[src/rtl/jtag_dtm_dr.sv]
// RISC-V debug transport data registers (DTMCS and DMI) behind a JTAG TAP.
// Turns completed DMI scans into a valid/ready request/response exchange with the Debug Module.
module jtag_dtm_dr #(
  parameter int unsigned           IR_WIDTH = 5,
  parameter logic [IR_WIDTH-1:0]   IR_DTMCS = 5'h10,
  parameter logic [IR_WIDTH-1:0]   IR_DMI   = 5'h11,
  parameter int unsigned           ABITS    = 7,
  parameter logic [2:0]            IDLE     = 3'd1
) (
  input  logic                TCLK,
  input  logic                TRSTn,
  input  logic [IR_WIDTH-1:0] ir,
  input  logic                dr_capture,
  input  logic                dr_shift,
  input  logic                dr_update,
  input  logic                TDI,
  output logic                dr_tdo,
  output logic                dmi_req_valid,
  input  logic                dmi_req_ready,
  output logic [ABITS-1:0]    dmi_req_addr,
  output logic [31:0]         dmi_req_data,
  output logic [1:0]          dmi_req_op,
  input  logic                dmi_resp_valid,
  output logic                dmi_resp_ready,
  input  logic [31:0]         dmi_resp_data,
  input  logic [1:0]          dmi_resp_err,
  output logic                dmi_hardreset
);

  localparam int unsigned DW = ABITS + 34;

  logic [DW-1:0]    sr, sr_n;
  logic             busy, busy_n;
  logic             accepted, acc_n;
  logic [1:0]       sticky, sticky_n;
  logic [ABITS-1:0] addr_n;
  logic [31:0]      data_n;
  logic [1:0]       op_n;
  logic [31:0]      rdata_lat, rdata_n;
  logic             valid_n;
  logic             hr_n;

  logic             sel_dtmcs, sel_dmi;
  logic [1:0]       st_cap;
  logic [31:0]      dtmcs_cap;

  assign sel_dtmcs      = (ir == IR_DTMCS);
  assign sel_dmi        = (ir == IR_DMI);
  assign dr_tdo         = (sel_dtmcs || sel_dmi) ? sr[0] : 1'b0;
  assign dmi_resp_ready = 1'b1;

  // busy is the registered value, so a response in the capture cycle still reports busy
  assign st_cap    = busy ? 2'd3 : sticky;
  assign dtmcs_cap = {14'b0, 3'b0, IDLE, sticky, 6'(ABITS), 4'd1};

  // Effects are layered in order: handshake, capture side effect, response, then scan update,
  // so an update in a response cycle sees busy already cleared.
  always_comb begin
    sr_n     = sr;
    busy_n   = busy;
    acc_n    = accepted;
    sticky_n = sticky;
    addr_n   = dmi_req_addr;
    data_n   = dmi_req_data;
    op_n     = dmi_req_op;
    rdata_n  = rdata_lat;
    valid_n  = dmi_req_valid;
    hr_n     = 1'b0;

    if (dmi_req_valid && dmi_req_ready) begin
      valid_n = 1'b0;
      acc_n   = 1'b1;
    end

    if (sel_dmi && dr_capture && busy && (sticky == 2'd0))
      sticky_n = 2'd3;

    if (dmi_resp_valid && busy && accepted) begin
      rdata_n = dmi_resp_data;
      busy_n  = 1'b0;
      acc_n   = 1'b0;
      if ((dmi_resp_err != 2'd0) && (sticky_n != 2'd3))
        sticky_n = 2'd2;
    end

    if (sel_dtmcs) begin
      if (dr_capture) begin
        sr_n       = '0;
        sr_n[31:0] = dtmcs_cap;
      end else if (dr_shift) begin
        sr_n[31:0] = {TDI, sr[31:1]};
      end else if (dr_update) begin
        if (sr[17]) begin
          sticky_n = 2'd0;
          busy_n   = 1'b0;
          acc_n    = 1'b0;
          valid_n  = 1'b0;
          hr_n     = 1'b1;
        end else if (sr[16]) begin
          sticky_n = 2'd0;
        end
      end
    end else if (sel_dmi) begin
      if (dr_capture) begin
        sr_n = {dmi_req_addr, rdata_lat, st_cap};
      end else if (dr_shift) begin
        sr_n = {TDI, sr[DW-1:1]};
      end else if (dr_update && (sticky_n == 2'd0)) begin
        if (busy_n) begin
          sticky_n = 2'd3;
        end else if ((sr[1:0] == 2'd1) || (sr[1:0] == 2'd2)) begin
          addr_n  = sr[DW-1:34];
          data_n  = sr[33:2];
          op_n    = sr[1:0];
          valid_n = 1'b1;
          busy_n  = 1'b1;
          acc_n   = 1'b0;
        end
      end
    end
  end

  always_ff @(posedge TCLK or negedge TRSTn) begin
    if (!TRSTn) begin
      sr            <= '0;
      busy          <= 1'b0;
      accepted      <= 1'b0;
      sticky        <= '0;
      dmi_req_addr  <= '0;
      dmi_req_data  <= '0;
      dmi_req_op    <= '0;
      rdata_lat     <= '0;
      dmi_req_valid <= 1'b0;
      dmi_hardreset <= 1'b0;
    end else begin
      sr            <= sr_n;
      busy          <= busy_n;
      accepted      <= acc_n;
      sticky        <= sticky_n;
      dmi_req_addr  <= addr_n;
      dmi_req_data  <= data_n;
      dmi_req_op    <= op_n;
      rdata_lat     <= rdata_n;
      dmi_req_valid <= valid_n;
      dmi_hardreset <= hr_n;
    end
  end

endmodule

[config.mk]
export PLATFORM = sky130hd
export DESIGN_NAME = jtag_dtm_dr
export DESIGN_NICKNAME = d
export VERILOG_FILES = /design/src/rtl/jtag_dtm_dr.sv
export SDC_FILE = /design/constraint.sdc
export NUM_CORES = 1
export LEC_CHECK = 0
export ABC_CLOCK_PERIOD_IN_PS = 5220
export BUFFER_PORTS_ARGS = -buffer_cell sky130_fd_sc_hd__buf_4
export CORE_MARGIN = 4
export CORE_UTILIZATION = 60
export CTS_CLUSTER_SIZE = 24
export DETAILED_ROUTE_END_ITERATION = 8
export GPL_ROUTABILITY_DRIVEN = 0
export GPL_TIMING_DRIVEN = 1
export PLACE_DENSITY = 0.86
export SLEW_MARGIN = 10
export SYNTH_ARGS = -nofsm -noshare
export SYNTH_HDL_FRONTEND = slang
export SYNTH_SLANG_ARGS = --single-unit
[constraint.sdc]
create_clock -name TCLK -period 5.22 [get_ports TCLK]
set_input_delay 0.522 -clock TCLK [delete_from_list [all_inputs] [get_ports TCLK]]
set_output_delay 0.522 -clock TCLK [all_outputs]
set_load 0.05 [all_outputs]
==> results by group <==
Clocking
  – Clock tree from TritonCTS: built
  – Number of sinks handled by clock tree synthesis: 120
  – Level count of the clock H-tree: 4
  – Hold-fix buffers, CTS: 0
  – Resized cells post-CTS: 0
  – Buffer cell driving the clock tree root: sky130_fd_sc_hd__clkbuf_8
  – Clock transition at path regs: roughly 0.06 ns
  – Num CTS Buffers: 17
  – Post-CTS setup repair buffer count: 0
  – Max Buffers Root-to-Sink: 2
  – Clock latency reported for the late side of the worst-skew pair: roughly 0.5 ns

Logic synthesis
  – Nets in the synthesized netlist: roughly 460
  – Post-Syn Instances: 414
  – Post-synthesis compound-gate area fraction: a little under an eighth
  – Synthesized area per cell: between 10 and 15 um2
  – Sequential element share of the synthesized area: between 50% and 60%
  – Synth top area share: 58.48%
  – Netlist cell types: 47
  – Number of synthesized flops with an enable pin: 0
  – Count of yosys warnings during synthesis: 0
  – Share of synthesized cell area in full adder, half adder and majority cells: 0%
  – Simple-Gate Fraction of Synth Area: roughly a tenth
  – Mux cell area share after synthesis: between 10% and 20%
  – Top post-synthesis cells by count: sky130_fd_sc_hd__dfrtp_1, sky130_fd_sc_hd__mux2_2, sky130_fd_sc_hd__o21ai_0, sky130_fd_sc_hd__nand2_1, sky130_fd_sc_hd__a31oi_1
  – Area contributors post-synth: sky130_fd_sc_hd__dfrtp_1, sky130_fd_sc_hd__mux2_2, sky130_fd_sc_hd__o21ai_0
  – Main combinational cell family by area after synthesis: multiplexers
  – Async set-or-reset flop fraction in the synthesized netlist: between 90% and 100%
  – Number of synthesized register bits: 120
  – Cell Area, Synth: slightly above 5000 um2
  – Share of the synthesized netlist area taken by xor and xnor gates: less than 1%
  – Main flop type after synthesis: sky130_fd_sc_hd__dfrtp_1
  – Dominant cell by count in the synthesized netlist: sky130_fd_sc_hd__dfrtp_1
  – Cell accounting for the most synthesized area: sky130_fd_sc_hd__dfrtp_1

STA
  – Minimum clock period: approximately 3.0 ns
  – FMAX: 329.4 MHz
  – Number of max-slew violations in the final report: 0
  – Share of the clock period used by the worst path: about 58%
  – Setup repair after global routing missed its margin: no
  – Pin slew with the least headroom to its limit: 1.224 ns
  – Final hold violations: 0
  – Max-slew headroom at the worst pin: a little under a fifth
  – Final setup violation count: 0
  – Max Clock Skew: a little under 0.008 ns
  – Minimum setup slack in the final design: 2.184 ns
  – Worst slack on hold paths: ~0.17 ns
  – Final sum of negative setup slack: 0 ns

Cells and area
  – Core occupancy in the finished layout: 78.14%
  – Area growth from synthesis to layout: 25.66%
  – Fraction of final layout cells sized beyond drive strength 1: 39.02%
  – Layout net count: 545
  – Count of inserted antenna diode cells: 0

Die
  – Starting Density: between 60 and 70%
  – Top-Level Pins: 92
  – Standard-cell row count: 33
  – Area of the placeable core: roughly 8300 um2
  – Chip Height: 100.5 um
  – Die W: 100.5 um
  – Die outline area: 10100 um2

Place
  – IO Port Bufs: 90
  – Half-perimeter wire length after detailed placement: 7.048 mm
  – Post-placement setup slack: around 1.7 ns

Global routing
  – Largest net degree at the start of global routing: slightly above 80
  – Initial antenna violation count: 0
  – Total track usage: 25.02%
  – Via count of the first global-routing pass: approximately 3900
  – Wire length of the first global-routing pass: about 19 mm
  – GRT overflow: 0

Power
  – Ratio of total power to cell area: ~350 nW/um2
  – Leakage power total: around 3.2 nW
  – Worst vdd rail ir drop: roughly 0.00023 V

Drt
  – Count of routing violations after the opening detailed-route iteration: around 200
  – Count of vias placed by the detailed router: between 3000 and 4000
  – Antenna-violating nets left: 0
  – Drt via density: slightly below 6
  – Detailed Routing Iterations Pass 1: 4
  – Number of remaining DRC errors: 0
  – Detail-routed net length per standard cell: 18.93 um
  – Post-detailed-routing wire length: between 10 and 15 mm

Status
  – Outcome: finished clean

Setup path
  – Crit end category: register
  – Crit-path max cell delay: a little under 0.9 ns
  – Worst-path cell chain: buf_4 -> nor3b_1 -> nand4_2 -> nor3_4 -> buf_4 -> mux2_2
  – Number of cell instances on the worst register-to-register path: 5
  – Crit path DAT: between 3 and 4 ns
  – Type of element launching the critical path: input pin
  – Startpoint of the lowest-slack register-to-register path: busy
  – Critical setup path kind: in -> reg
  – Critical Path Slowest Stage Cell: sky130_fd_sc_hd__nor3_4
  – RR Endpoint: dmi_req_data[13]
  – Worst path required time: roughly 5.6 ns
  – Critical path peak fanout: between 70 and 80
  – Register-to-register path setup slack: between 2 and 2.5 ns
  – Cell mode on critical path: sky130_fd_sc_hd__buf_4

Min path
  – Hold WC Path Type: in -> async

Job
  – Number of maximum-capacitance violations: 0
## critical path, delay by kind of cell
kind,cells,cell delay (ns)
simple gates,3,1.69
mux,1,0.38
buf+inv,2,0.80
## final cells by class
| cell class | instances | area, um2 |
|---|---|---|
| tap | 105 | 131.4 |
| sequential | 120 | 3003 |
| multi-input combinational | 263 | 1997 |
| timing repair buffer | 93 | 718.2 |
| clock inverter | 9 | 148.9 |
| clock buffer | 22 | 442.9 |
| inverter | 3 | 11.26 |
| fill | 501 | 1805 |
## layout by cell type (no fill, tap or decap), types with 2 or more instances in the layout
cell type,instances
sky130_fd_sc_hd__buf_4,92
sky130_fd_sc_hd__mux2_2,70
sky130_fd_sc_hd__o2bb2ai_1,9
sky130_fd_sc_hd__bufinv_16,4
sky130_fd_sc_hd__o211a_1,2
sky130_fd_sc_hd__dfrtp_1,120
sky130_fd_sc_hd__o22ai_1,5
sky130_fd_sc_hd__nand2_1,35
sky130_fd_sc_hd__nor2b_1,24
sky130_fd_sc_hd__inv_1,3
sky130_fd_sc_hd__a31oi_1,25
sky130_fd_sc_hd__nor3_1,3
sky130_fd_sc_hd__nand2b_1,7
sky130_fd_sc_hd__clkbuf_8,2
sky130_fd_sc_hd__nor2_1,7
sky130_fd_sc_hd__clkbuf_16,16
sky130_fd_sc_hd__clkinv_2,4
sky130_fd_sc_hd__a21o_1,2
sky130_fd_sc_hd__mux2_1,2
sky130_fd_sc_hd__mux2i_1,8
sky130_fd_sc_hd__clkbuf_1,4
sky130_fd_sc_hd__o21ai_0,37
## cell families (layout without fill, tap and decap cells)
kind of cell | after synthesis | count (layout)
compound gates | 92 | 92
xor+xnor | 1 | 1
buf+inv | 31 | 127
flops | 120 | 120
mux | 80 | 80
other cells | 1 | 1
simple gates | 89 | 89
## state kept, by name (all words and copies together), names as in the netlist
| signal | count |
|---|---|
| sticky | 2 |
| dmi_req_valid | 1 |
| sr | 41 |
| accepted | 1 |
| rdata_lat | 32 |
| busy | 1 |
| dmi_req_data | 32 |
| dmi_req_op | 2 |
| dmi_hardreset | 1 |
| dmi_req_addr | 7 |
## power by group
group	internal, mW	switching, mW	total (mW)
combinational	0.0472	0.0657	0.113
clock	0.782	0.394	1.18
sequential	0.953	0.0201	0.973
## layer usage
layer	up-vias	routed length [um]	track usage, %	share of wire [%]
li1	1661	-	-	-
met1	1798	4736	30.96	41
met2	139	5884	40.93	51
met3	22	767	7.682	6.6
met4	0	256	10.57	2.2
met5	-	0	0	0
## stage by stage
step                      power [mW]  cell area [um2]  std cells
final                          2.262             6452        615
after global routing           2.338             6452        615
after CTS                      2.270             6425        614
after global placement         1.091             5833        583
after detailed placement       1.098             5833        583
after floorplan                1.036             5135        414
## how the worst max path moves through the flow
stage                           from          endpoint  slack (ns)  cells past startpoint
final                     dr_capture  dmi_req_data[13]        2.18                      6
after global placement    dr_capture  dmi_req_data[30]        1.91                      6
after floorplan                ir[1]            dr_tdo        2.82                      3
after CTS                 dr_capture  dmi_req_data[12]        2.21                      6
after detailed placement  dr_capture  dmi_req_data[25]        1.74                      6
after global routing      dr_capture  dmi_req_data[12]        2.00                      6
No activity file was read; power rests on OpenSTA's default activity.
